File: src/rtl/store_burst_sequencer.sv
// Store burst sequencer: copies register-file words into data memory over a ready/ack write handshake.
// Optional macro STORE_BOUNDS_CHECK_EN adds addrLimit/boundsErr range checking at start.
module store_burst_sequencer #(
  parameter int ADDR_W = 8,
  parameter int DATA_W = 16,
  parameter int CNT_W  = 4
) (
  input  logic              clk,
  input  logic              rstN,
  input  logic              swEnable,
  input  logic [ADDR_W-1:0] baseAddr,
  input  logic [CNT_W-1:0]  wordCount,
  input  logic [DATA_W-1:0] regData,
  input  logic              memAck,
`ifdef STORE_BOUNDS_CHECK_EN
  input  logic [ADDR_W-1:0] addrLimit,
  output logic              boundsErr,
`endif
  output logic [CNT_W-1:0]  regIdx,
  output logic [ADDR_W-1:0] memAddr,
  output logic [DATA_W-1:0] memData,
  output logic              memWe,
  output logic              storeEnd,
  output logic              busy
);

  typedef enum logic [1:0] {
    IDLE    = 2'd0,
    ISSUE   = 2'd1,
    DONE    = 2'd2,
    RELEASE = 2'd3
  } state_t;

  state_t            state_r, state_s;
  logic [ADDR_W-1:0] addr_r, addr_s;
  logic [CNT_W-1:0]  cnt_r, cnt_s;
  logic [CNT_W-1:0]  idx_r, idx_s;
  logic              start_err_s;

`ifdef STORE_BOUNDS_CHECK_EN
  logic              bounds_err_r, bounds_err_s;
  logic [ADDR_W:0]   last_addr_s;

  // Last address of the burst, one bit wider so a wrap past the top shows up as overflow.
  always_comb begin
    last_addr_s = {1'b0, baseAddr} + {{(ADDR_W+1-CNT_W){1'b0}}, wordCount} - {{ADDR_W{1'b0}}, 1'b1};
    if (wordCount == {CNT_W{1'b0}}) begin
      start_err_s = 1'b0;
    end else begin
      start_err_s = last_addr_s[ADDR_W] || (last_addr_s > {1'b0, addrLimit});
    end
  end

  assign boundsErr = bounds_err_r;
`else
  assign start_err_s = 1'b0;
`endif

  // Next-state and datapath update decode.
  always_comb begin
    state_s = state_r;
    addr_s  = addr_r;
    cnt_s   = cnt_r;
    idx_s   = idx_r;
`ifdef STORE_BOUNDS_CHECK_EN
    bounds_err_s = bounds_err_r;
`endif
    case (state_r)
      IDLE: begin
        if (swEnable) begin
          addr_s = baseAddr;
          cnt_s  = wordCount;
          idx_s  = {CNT_W{1'b0}};
`ifdef STORE_BOUNDS_CHECK_EN
          bounds_err_s = start_err_s;
`endif
          if ((wordCount == {CNT_W{1'b0}}) || start_err_s) begin
            state_s = DONE;
          end else begin
            state_s = ISSUE;
          end
        end else begin
          state_s = IDLE;
        end
      end
      ISSUE: begin
        // An ack in an abort cycle still advances the pointers; IDLE never looks at them.
        if (memAck) begin
          addr_s = addr_r + {{(ADDR_W-1){1'b0}}, 1'b1};
          idx_s  = idx_r + {{(CNT_W-1){1'b0}}, 1'b1};
        end else begin
          addr_s = addr_r;
          idx_s  = idx_r;
        end
        if (!swEnable) begin
          state_s = IDLE;
        end else if (memAck && (idx_r == (cnt_r - {{(CNT_W-1){1'b0}}, 1'b1}))) begin
          state_s = DONE;
        end else begin
          state_s = ISSUE;
        end
      end
      DONE: begin
        state_s = RELEASE;
      end
      RELEASE: begin
        // Wait for the enable level to drop so a held swEnable cannot retrigger.
        if (!swEnable) begin
          state_s = IDLE;
        end else begin
          state_s = RELEASE;
        end
      end
      default: begin
        state_s = IDLE;
      end
    endcase
  end

  // State and datapath registers.
  always_ff @(posedge clk or negedge rstN) begin
    if (!rstN) begin
      state_r <= IDLE;
      addr_r  <= {ADDR_W{1'b0}};
      cnt_r   <= {CNT_W{1'b0}};
      idx_r   <= {CNT_W{1'b0}};
`ifdef STORE_BOUNDS_CHECK_EN
      bounds_err_r <= 1'b0;
`endif
    end else begin
      state_r <= state_s;
      addr_r  <= addr_s;
      cnt_r   <= cnt_s;
      idx_r   <= idx_s;
`ifdef STORE_BOUNDS_CHECK_EN
      bounds_err_r <= bounds_err_s;
`endif
    end
  end

  assign memWe    = (state_r == ISSUE);
  assign storeEnd = (state_r == DONE);
  assign busy     = (state_r != IDLE);
  assign memAddr  = addr_r;
  assign regIdx   = idx_r;
  assign memData  = memWe ? regData : {DATA_W{1'b0}};

endmodule

File: config.mk
export PLATFORM = sky130hd
export DESIGN_NAME = store_burst_sequencer
export DESIGN_NICKNAME = d
export VERILOG_FILES = /design/src/rtl/store_burst_sequencer.sv
export SDC_FILE = /design/constraint.sdc
export NUM_CORES = 1
export LEC_CHECK = 0
export BUFFER_PORTS_ARGS = -buffer_cell sky130_fd_sc_hd__buf_2
export CORE_MARGIN = 2
export CORE_UTILIZATION = 27
export CTS_CLUSTER_SIZE = 25
export DETAILED_ROUTE_END_ITERATION = 8
export HOLD_SLACK_MARGIN = 0.15
export MAX_ROUTING_LAYER = met4
export PLACE_DENSITY = 0.54
export SYNTH_ARGS = -nofsm -noshare
export SYNTH_HDL_FRONTEND = slang
export SYNTH_SLANG_ARGS = --single-unit
File: constraint.sdc
create_clock -name clk -period 1.79 [get_ports clk]
set_clock_uncertainty 0.2 [all_clocks]
set_input_delay 0.0895 -clock clk [delete_from_list [all_inputs] [get_ports clk]]
set_output_delay 0.0895 -clock clk [all_outputs]
set_load 0.02 [all_outputs]
==> impl_results.md, run 1 <==
* Status: complete, no violations
* Number of setup buffers added after CTS at 0
* Slew Viols, Final at 0
* Final std cells w/o fill at 257
* Routability congestion estimate at 0.857
* Synth Area per Inst at 9.04 µm²
* Kind of critical path: flop to output pin
* Final core occ at 0.427
* Largest net degree at the start of global routing at 29
* DRC violations left at 0
* Min cycle time layout at 1.67 ns
* Fmax achieved at 597 MHz
* Layout fillers at 414
* Area leader, netlist: dfrtp_1
* Arrival @ worst endpoint at 1.38 ns
* CP max-delay cell: dfrtp_1
* Slew Limit Headroom at 0.723
* Post-route ant nets at 0
* Worst reg-to-reg setup slack at 0.14 ns
* DRT Wirelength at 3140 µm
* Share of cells above drive strength 1 at 0.382
* CP Capture Type: output pin
* Synth top area cells: dfrtp_1 39%, and2_1 8.6%, nand3_1 4.3%, o21ai_0 3.9%, ha_1 3.2%
* Ys flop type: dfrtp_1
* First-pass iteration count of the detailed router at 4
* Clock transition at path regs at 0.07 ns
* Core Footprint at 4060 µm²
* Critical Path RT at 1.50 ns
* Vias in the first global route at 1200
* H-tree depth at 1
* Bufs on Longest Clock Path at 2
* Hold crit path type: input port to output pin
* Cells after DPL at 238
* Power Dens Cells at 1620 nW/µm²
* CTS tree: yes
* CP Max Fanout at 28
* Post-synth EDFFs at 0
* CTS Sinks at 18
* Synth cell types at 34
* Layout area overhead at 49.6%
* Initial antenna violation count at 0
* Sequential cell area fraction in the yosys report at 0.389
* Nets at 244
* Final Hold Viols at 0
* Syn nets at 163
* VDD IR max at 0.787 mV
* Setup total negative slack at 0 ns
* First-pass GRT wire length at 5500 µm
* Die height at 69.5 µm
* Cell Chain, Critical Path: nor2b_2 > buf_8 > and2_1 > buf_2
* Vias/cell at 4.54
* Crit start category: flop
* Initial Util at 0.285
* Leakage at 0.000857 µW
* Via count at 1166
* Ys async rst share at 1.00
* Tcrit/Tclk final at 0.935
* Port buffer count at 62
* Worst skew pair latency at 0.25 ns
* Final setup vio count at 0
* Global-route usage over all layers at 0.138
* Area share of the largest cell type after synthesis at 0.389
* Die area at 4830 µm²
* Most frequent cells after synthesis: 18 x dfrtp_1, 16 x and2_1, 10 x nand2_1, 10 x nand3_1, 9 x o21ai_0
* Max-capacitance violation count at 0
* Most frequent cell after synthesis: dfrtp_1
* WL per Instance at 12.2 µm
* Core Rows at 23
* Num CTS Buffers at 3
* Grt ovf at 0
* YS warnings at 0
* Max stage delay on crit path at 0.44 ns
* Cells after synthesis at 128
* Drt initial violations at 42
* RSZ-0062 raised after global routing: false
* Die width at 69.5 µm
* Ant diodes at 0
* Worst-margin pin slew at 0.411 ns
* Root buffer cell: clkbuf_8
* Post-Synthesis Cell Area at 1160 µm²
* FF+latch count, synth at 18
* Ports at 63
* HPWL after detailed placement at 2280 µm
## where the power goes
group          internal (µW)  switching (µW)
logic                    736             973
registers                591             223
clock network            150             133
total                   1480            1330
## final cells by class
type | count | area, µm² | share of cell area
multi-input cells | 100 | 653 | 0.377
repair buffers | 82 | 508 | 0.293
flip-flops and latches | 18 | 452 | 0.261
well taps | 50 | 62.6 | 0.0361
clock buffers | 3 | 41.3 | 0.0238
inverters | 4 | 15.0 | 0.00867
## what timing repair did
action / in CTS / in global routing
pin swaps: 0 / 0
gates resized for setup: 1 / 2
endpoints found under the hold margin: 36 / 0
endpoints found under the setup margin: 2 / 16
hold buffers: 16 / 0
## cells in the final DEF (no fill, tap or decap), types with 2 or more instances in the layout
cell type,n
buf_4,3
xor2_1,4
clkbuf_8,3
a2bb2oi_1,3
inv_1,4
dfrtp_1,17
a21oi_1,7
ha_1,3
and3_1,3
dlygate4sd3_1,16
and2_1,16
nor2b_1,2
xnor2_1,2
o22ai_1,4
nand3_1,10
nand2b_1,2
nor2_1,4
mux2i_1,2
a211oi_1,2
buf_2,62
a21oi_2,3
nand2_1,10
mux2_2,2
o21ai_0,9
## through the flow
step / hold WS [ns] / cell area (µm²) / worst slack (ns) / total power [µW]
after floorplan: -0.406 / 1160 / 0.174 / 2010
after global placement: -0.143 / 1520 / 0.173 / 2490
after detailed placement: -0.143 / 1520 / 0.147 / 2490
after CTS: 0.297 / 1730 / 0.0475 / 2820
after global routing: 0.315 / 1730 / 0.000564 / 3050
final: 0.295 / 1730 / 0.116 / 2810
## sequential cells by signal, indices dropped and copies added, names as in the netlist
| signal | flops |
|---|---|
| memAddr | 8 |
| regIdx | 4 |
| state_r | 2 |
| cnt_r | 4 |
## metal layers
layer | vias up | GRT usage | wire length [µm]
li1 | 604 | - | -
met1 | 534 | 0.175 | 1520
met2 | 28 | 0.238 | 1490
met3 | 0 | 0.0276 | 134
met4 | 0 | 0.0131 | 0
met5 | - | - | 0
## critical path: cells and delay by family (launching register included)
family | cells | cell delay (ns)
flops | 1 | 0.44
buf+inv | 2 | 0.36
simple gates | 2 | 0.32
## worst paths after layout
kind,startpoint,endpoint,depth (start not counted)
worst max register to register,cnt_r[0]$_DFFE_PN0P_,state_r[1]$_DFF_PN0_,6
max in group asynchronous,rstN,state_r[0]$_DFF_PN0_,3
worst max-delay path,state_r[1]$_DFF_PN0_,memData[0],4
min in group asynchronous,rstN,memAddr[2]$_DFFE_PN0P_,3
worst min register to register,cnt_r[3]$_DFFE_PN0P_,cnt_r[3]$_DFFE_PN0P_,1
worst min-delay path,regData[12],memData[12],3
## cells by family (layout without fill, tap and decap cells)
logic type | Yosys count | in the layout | synth area share
and+or+nand+nor | 55 | 55 | 0.259
AOI/OAI and AO/OA | 31 | 31 | 0.169
DFF | 18 | 18 | 0.389
buffers and inverters | 10 | 89 | 0.0486
xor gates and xnor gates | 7 | 7 | 0.0649
muxes | 4 | 4 | 0.0368
adders and majority gates | 3 | 3 | 0.0324
Power figures use the tool's default switching activity.
==> run 2, diff against run 1 <==
CAP_MARGIN = 20   (was unset)
CORE_UTILIZATION = 44   (was 27)
PLACE_DENSITY = 0.8   (was 0.54)
==> run 2 against run 1 <==
Sequential power increased by 1%. Clock-buffer cell count increased by 1. Via count increased by 5.0%. Non-clock buffer count increased by 2. Total power increased by 3.7%. Die area decreased by 37%. Largest cell class unchanged. Largest power group unchanged.
==> impl_results.md, run 2 (same netlist as run 1, synthesis figures left out) <==
* Kind of critical path: flop to flop
* H-tree depth at 1 (unchanged)
* Die area at 3060 µm² (-37%)
* RSZ-0062 raised after global routing: false
* Root buffer cell: clkbuf_4
* Drt initial violations at 32 (-24%)
* Num CTS Buffers at 3 (unchanged)
* HP Start: regData[2]
* Clock transition at path regs at 0.11 ns (+0.04 ns)
* Core Footprint at 2480 µm² (-39%)
* Fmax achieved at 583 MHz (-2.5%)
* Setup slack after placement at 0.0513 ns (-0.0955 ns)
* VDD IR max at 1.13 mV (+44%)
* Bufs on Longest Clock Path at 2 (unchanged)
* Worst skew pair latency at 0.30 ns (+0.05 ns)
* Port buffer count at 62 (unchanged)
* CTS Sinks at 18 (unchanged)
* Ant diodes at 0 (unchanged)
* Share of cells above drive strength 1 at 0.395 (+0.0136)
* Status: complete, no violations
* Max-capacitance violation count at 0 (unchanged)
* Hold crit path type: input port to output pin
* Hold depth at 3 (unchanged)
* Layout area overhead at 50.4%
* Slew Viols, Final at 0 (unchanged)
* Global-route usage over all layers at 0.229 (+0.0901)
* Final setup vio count at 0 (unchanged)
* Final WS setup at 0.0738 ns (-0.0424 ns)
* First-pass GRT wire length at 5460 µm (-0.64%)
* Slew Limit Headroom at 0.717 (-0.00610)
* Initial antenna violation count at 0 (unchanged)
* Max FFs per register at 8 (unchanged)
* Critical R2R Launch: state_r[0]$_DFF_PN0_
* Layout fillers at 206 (-50%)
* Post-route ant nets at 0 (unchanged)
* DRT Wirelength at 3290 µm (+4.7%)
* Worst r2r dst: cnt_r[2]$_DFFE_PN0P_
* Initial Util at 0.467 (+0.182)
* Most frequent cells in the layout: 62 x buf_2, 17 x dfrtp_1, 16 x and2_1, 16 x dlygate4sd3_1
* Arrival @ worst endpoint at 1.71 ns (+0.33 ns)
* Die width at 55.3 µm (-20%)
* Vias in the first global route at 1265 (+5.4%)
* Vias/cell at 5.10 (+12%)
* Worst Hold End: memData[2]
* Worst reg-to-reg setup slack at 0.07 ns (-0.07 ns)
* First-pass iteration count of the detailed router at 4 (unchanged)
* Die height at 55.3 µm (-20%)
* CP Capture Type: flop
* Post-Place Cell Area at 1500 µm² (-1.3%)
* Core Rows at 18 (-22%)
* Min cycle time layout at 1.72 ns (+0.0424 ns)
* Worst R2R Path Depth at 4 (-2)
* Routability congestion estimate at 0.774 (-9.6%)
* Leakage at 0.000875 µW (+2.1%)
* Worst-margin pin slew at 0.424 ns (+0.0129 ns)
* Final Hold Viols at 0 (unchanged)
* Post-layout instance area at 1740 µm² (+0.51%)
* Via count at 1224 (+5.0%)
* Largest net degree at the start of global routing at 30 (+3.4%)
* Most common cell after layout, fill and taps aside: buf_2
* Crit start category: flop
* Grt ovf at 0 (unchanged)
* CP Max Fanout at 8 (-71%)
* Critical Path RT at 1.79 ns (+0.29 ns)
* WL per Instance at 13.7 µm (+12%)
* DRC violations left at 0 (unchanged)
* HPWL after detailed placement at 2390 µm (+4.8%)
* Nets at 246 (+0.82%)
* Setup total negative slack at 0 ns (unchanged)
* Power Dens Cells at 1670 nW/µm² (+3.2%)
* Ports at 63 (unchanged)
* Tcrit/Tclk final at 0.959 (+0.0237)
* CTS tree: yes
run 2: cell types whose count changed in the layout (fill, tap and decap cells not counted), sizes merged:
cell | before | now
buf | 66 | 68
clkbuf | 3 | 4
run 2: how the worst max path moves through the flow:
| stage | start | end | slack (ns) | depth (start not counted) |
|---|---|---|---|---|
| after floorplan | state_r[0]$_DFF_PN0_ | cnt_r[2]$_DFFE_PN0P_ | 0.17 | 3 |
| after CTS | cnt_r[0]$_DFFE_PN0P_ | state_r[1]$_DFF_PN0_ | 0.02 | 6 |
| after global placement | cnt_r[0]$_DFFE_PN0P_ | state_r[1]$_DFF_PN0_ | 0.18 | 6 |
| after detailed placement | cnt_r[0]$_DFFE_PN0P_ | state_r[1]$_DFF_PN0_ | 0.05 | 6 |
| after global routing | state_r[1]$_DFF_PN0_ | memData[1] | 0.002 | 4 |
| final | state_r[0]$_DFF_PN0_ | cnt_r[2]$_DFFE_PN0P_ | 0.07 | 4 |
run 2: area by class of cell:
class | count | area (µm²) | share of cell area
Multi-Input combinational cell | 100 | 668 | 0.384
Timing Repair Buffer | 84 | 532 | 0.306
Sequential cell | 18 | 452 | 0.260
Tap cell | 30 | 37.5 | 0.0216
Clock buffer | 4 | 36.3 | 0.0208
Inverter | 4 | 15.0 | 0.00863
run 2: critical path, cell delays in order (launching register included):
cell and delay [ns]:
dfrtp_1 0.42, buf_4 0.14, or2_2 0.33, nor2_4 0.18, mux2_2 0.35
run 2: routing by layer:
metal  track usage  share of wire
met5             -              0
met4        0.0871          0.012
met3        0.0304          0.037
met2         0.425           0.56
met1         0.243           0.39
run 2: repair_timing:
item	CTS	global route
gates resized for setup	0	7
hold endpoints to repair	36	18
endpoints found under the setup margin	3	36
hold buffers	16	1
pin swaps	0	3
setup buffers	2	1
run 2: per-stage QoR:
stage / cells / power, µW / hold slack (ns) / utilization
2_1_floorplan: 128 / 2010 / -0.406 / -
3_3_place_gp: 217 / 2440 / -0.160 / 0.606
3_5_place_dp: 217 / 2540 / -0.150 / 0.606
4_1_cts: 239 / 2850 / 0.298 / 0.691
5_1_grt: 240 / 3130 / 0.307 / 0.703
6_report: 240 / 2910 / 0.298 / 0.703
run 2: power by group:
group / internal (µW) / total, µW / switching, µW
clock network: 124 / 258 / 135
logic: 802 / 1830 / 1030
registers: 590 / 822 / 232
